### src/rtl/prio_encoder_seq.sv
// Registered priority / one-hot encoder with valid-ready handshakes and a
// saturating error counter. MODE 0 demands a strict one-hot input; MODE 1
// picks the highest set bit. Empty (and, in MODE 0, multi-hot) inputs flag err.
module prio_encoder_seq #(
  parameter int unsigned N    = 8,
  parameter int unsigned MODE = 0,
  parameter int unsigned CW   = 8,
  localparam int unsigned W   = $clog2(N)
) (
  input  logic          clk,
  input  logic          rst_n,
  input  logic          En,
  input  logic [N-1:0]  in,
  input  logic          in_valid,
  output logic          in_ready,
  output logic [W-1:0]  o,
  output logic          err,
  output logic          out_valid,
  input  logic          out_ready,
  output logic [CW-1:0] err_cnt,
  input  logic          clr_cnt
);

  logic          seen;
  logic          multi;
  logic [W-1:0]  idx;
  logic [W-1:0]  enc_o;
  logic          enc_err;
  logic          accept;
  logic          drain;

  logic          out_valid_q;
  logic [W-1:0]  o_q;
  logic          err_q;
  logic [CW-1:0] err_cnt_q;

  // Scan upward so idx ends on the highest set bit; idx is always < N.
  always_comb begin
    seen  = 1'b0;
    multi = 1'b0;
    idx   = '0;
    for (int i = 0; i < N; i++) begin
      if (in[i]) begin
        multi = multi | seen;
        seen  = 1'b1;
        idx   = W'(i);
      end
    end
  end

  // Select result and error flag according to the encoding mode.
  always_comb begin
    enc_o   = '0;
    enc_err = 1'b1;
    if (MODE == 0) begin
      enc_err = !seen || multi;
      enc_o   = enc_err ? '0 : idx;
    end else begin
      enc_err = !seen;
      enc_o   = idx;
    end
  end

  // Handshake: gated by reset so nothing is accepted while rst_n is low.
  always_comb begin
    in_ready = rst_n & En & (~out_valid_q | out_ready);
    accept   = in_valid & in_ready;
    drain    = out_valid_q & out_ready;
  end

  // Output register: load on accept, otherwise clear valid on drain and hold data.
  always_ff @(posedge clk or negedge rst_n) begin
    if (!rst_n) begin
      out_valid_q <= 1'b0;
      o_q         <= '0;
      err_q       <= 1'b0;
    end else if (accept) begin
      out_valid_q <= 1'b1;
      o_q         <= enc_o;
      err_q       <= enc_err;
    end else if (drain) begin
      out_valid_q <= 1'b0;
    end
  end

  // Saturating error counter; a clear wins over a simultaneous increment.
  always_ff @(posedge clk or negedge rst_n) begin
    if (!rst_n) begin
      err_cnt_q <= '0;
    end else if (clr_cnt) begin
      err_cnt_q <= '0;
    end else if (accept && enc_err && (err_cnt_q != {CW{1'b1}})) begin
      err_cnt_q <= err_cnt_q + CW'(1);
    end
  end

  assign out_valid = out_valid_q;
  assign o         = o_q;
  assign err       = err_q;
  assign err_cnt   = err_cnt_q;

endmodule

### config.mk
export PLATFORM = sky130hd
export DESIGN_NAME = prio_encoder_seq
export DESIGN_NICKNAME = d
export VERILOG_FILES = /design/src/rtl/prio_encoder_seq.sv
export SDC_FILE = /design/constraint.sdc
export NUM_CORES = 1
export LEC_CHECK = 0
export ABC_AREA = 1
export CAP_MARGIN = 20
export CORE_ASPECT_RATIO = 0.6
export CORE_MARGIN = 2
export CORE_UTILIZATION = 40
export CTS_CLUSTER_DIAMETER = 80
export DETAILED_ROUTE_END_ITERATION = 6
export PLACE_DENSITY = 0.74
export SYNTH_ARGS = -nofsm -noshare
export SYNTH_HDL_FRONTEND = slang
export SYNTH_SLANG_ARGS = --single-unit
### constraint.sdc
create_clock -name clk -period 1.9 [get_ports clk]
set_clock_uncertainty 0.1 [all_clocks]
set_input_delay 0.285 -clock clk [delete_from_list [all_inputs] [get_ports clk]]
set_output_delay 0.285 -clock clk [all_outputs]
set_load 0.05 [all_outputs]
==> impl_results.md, run 1 <==
* First-pass GRT wire length at 3.33 mm
* Worst path max stage delay at 0.80 ns
* Initial antenna violation count at 0
* Slew HR at 66.9%
* DR iter-0 viols at 31
* Vias in the first global route at 757
* Design Power at 0.000696 W
* Status: completed
* Area contributors post-synth: dfrtp_1 36%, nand2_1 13%, nand4_1 7.0%
* Placed inst area at 1200 um^2
* Rows at 13
* CP Buf/Inv Count at 1
* RSZ-0062 raised after global routing: no
* Mapped Area at 892 um^2
* # DRC at 0
* Synth top area share at 36.5%
* FILL cells at 203
* CP Data Arrival Time at 1.41 ns
* Clock Latency Late Sink at 0.25 ns
* Post-Syn Instances at 117
* Avg Inst Size Synth at 7.62 um^2
* Met2 Use GR at 28.4%
* Crit-path max FO at 2
* Min cycle time layout at 1.79 ns
* Largest net degree at the start of global routing at 17
* Post-Route WL at 2.12 mm
* DR pass1 iterations at 4
* CTS Hold Bufs at 0
* Nets at 165
* Chip Height at 40.6 um
* Placer Congestion at 0.804
* Die area at 2640 um^2
* # clock sinks at 13
* Worst vdd ir at 0.000317 V
* Via density at 4.96
* Power Dens Cells at 559 nW/um^2
* Yosys cell types at 21
* Worst path cell trace: clkdlybuf4s50_1
* Routed Antenna Nets at 0
* Via count at 888
* Max Root-Sink Buffers at 2
* CTS tree: built
* Maxcap violations at 0
* Gr usage total at 17.8%
* Syn_nets at 132
* Slew @ Worst Pin at 0.494 ns
* IO Count at 28
* Most frequent cells in the layout: 31 x nand2_1, 18 x clkdlybuf4s50_1, 16 x inv_1
* Cell type with the largest total area after synthesis: dfrtp_1
* Final setup fails at 0
* Met3 Resource Use GR at 5.34%
* CP Launch Type: register
* Dpl cells at 175
* Register area at 325 um^2
* H-tree levels at 1
* Sequential element share of the synthesized area at 36.5%
* Crit path max-delay cell type: clkdlybuf4s50_1
* Setup_tns at 0 ns
* ANT cells at 0
* I/O Buffers at 27
* Hold WC Path Type: input port to asynchronous set/reset pin
* Leak Pwr at 0.639 nW
* Most common cell after layout, fill and taps aside: nand2_1
* Initial Utilization at 41.9%
* Period utilization at 94.4%
* R2r setup slk at 0.27 ns
* Register clock-pin slew on the reported worst setup and hold paths at 0.06 ns
* Crit. path cell count at 1
* Share of layout cells above drive strength 1 at 19.5%
* Area growth syn-to-layout at 39.6%
* Fin. Hold Viols at 0
* Cells on worst reg2reg path at 7
* Critical Path RT at 1.51 ns
* Multi-input logic area at 498 um^2
* Achievable Freq at 558 MHz
* DP Wirelength at 1.73 mm
* PostCTS Resize Cnt at 0
* Critical path endpoint category: primary output
* Slew Limit Fails at 0
* Root buffer cell: clkbuf_8
* Routed len/inst at 11.8 um
* GR peak layer: met2
* Seq cells post-synth at 13
* Critical path type: register to primary output
* Global route overflow at 0
* CTS Buf Count at 3
* Core Area at 2130 um^2
* GRT met1 Usage at 22.9%
* Yosys warnings at 0
* Final hold slack at 0.287 ns
* Postcts setup bufs at 0
* Fin cells at 179
* Largest delay contributor family on the critical path: buffers and inverters
* Finished Cell Area at 1240 um^2
* Die W at 65.0 um
-- cells by family (layout without fill, tap and decap cells) --
| kind of cell | Yosys count | after routing | synth area share, % |
|---|---|---|---|
| compound gates | 9 | 9 | 6.73 |
| xor+xnor | 6 | 6 | 5.89 |
| fa+ha+maj | 1 | 1 | 1.40 |
| buf+inv | 18 | 50 | 7.71 |
| flops | 13 | 13 | 36.5 |
| simple gates | 70 | 70 | 41.8 |
-- Yosys cell counts --
cell type   n
nand2_1    31
ha_1        1
o211a_1     1
nand4_1    10
nor2_1      4
dfrtp_1    13
nor3_1      1
xor2_1      6
nand2_2     5
o21ai_0     2
inv_1      16
a21oi_1     3
o21ai_2     2
inv_2       1
nand3_4     2
nand3b_1    1
buf_2       1
nor2_2      1
o21bai_1    1
nor2_4      3
nand3_1    12
-- sequential cells by signal (all words and copies together), names as in the netlist --
signal / flops
err: 1
err_cnt: 8
out_valid: 1
o: 3
-- path summary, 6_finish.rpt --
check | startpoint | end
hold reg to reg | err$_DFFE_PN0P_ | err$_DFFE_PN0P_
setup reg to reg | err_cnt[0]$_DFFE_PN0P_ | err_cnt[7]$_DFFE_PN0P_
hold / removal | rst_n | err_cnt[3]$_DFFE_PN0P_
setup / recovery | o[0]$_DFFE_PN0P_ | o[0]
min in group clk | err$_DFFE_PN0P_ | err$_DFFE_PN0P_
max in group asynchronous | rst_n | err_cnt[7]$_DFFE_PN0P_
-- power by group --
| part | internal (W) | switching [W] |
|---|---|---|
| Sequential | 0.000286 | 0.00000643 |
| Clock | 0.000148 | 0.0000974 |
| Combinational | 0.0000637 | 0.0000945 |
-- worst reg2reg max path, stage by stage, from the launching register on --
cell and delay (ns):
dfrtp_1 0.43, ha_1 0.25, nand2_1 0.11, nor2_4 0.16
nand3_4 0.15, nand3_4 0.17, nand3_1 0.09, nand2_1 0.09
-- routing by layer --
metal	up-vias	routed length, um
li1	451	-
met1	401	986
met2	32	936
met3	4	155
met4	0	40
met5	-	0
-- per-stage QoR --
stage / setup WS (ns) / utilization [%]
6_report: 0.107 / 58.4
5_1_grt: 0.0742 / 58.4
4_1_cts: 0.0979 / 58.4
3_5_place_dp: -0.0157 / 56.3
3_3_place_gp: 0.0654 / 56.3
2_1_floorplan: 0.0641 / -
-- area by class of cell --
type / count / area share (%)
Tap cell: 30 / 3.02
Sequential cell: 13 / 26.1
Multi-Input combinational cell: 86 / 40.0
Timing Repair Buffer: 29 / 22.1
Inverter: 17 / 5.13
Clock buffer: 4 / 3.62
Power figures use the tool's default switching activity.
==> inputs of run 2 (changes only) <==
- SLEW_MARGIN: unset -> 15
==> results of run 2 <==
The final DEF is identical to that of run 1; final timing and power are the same.
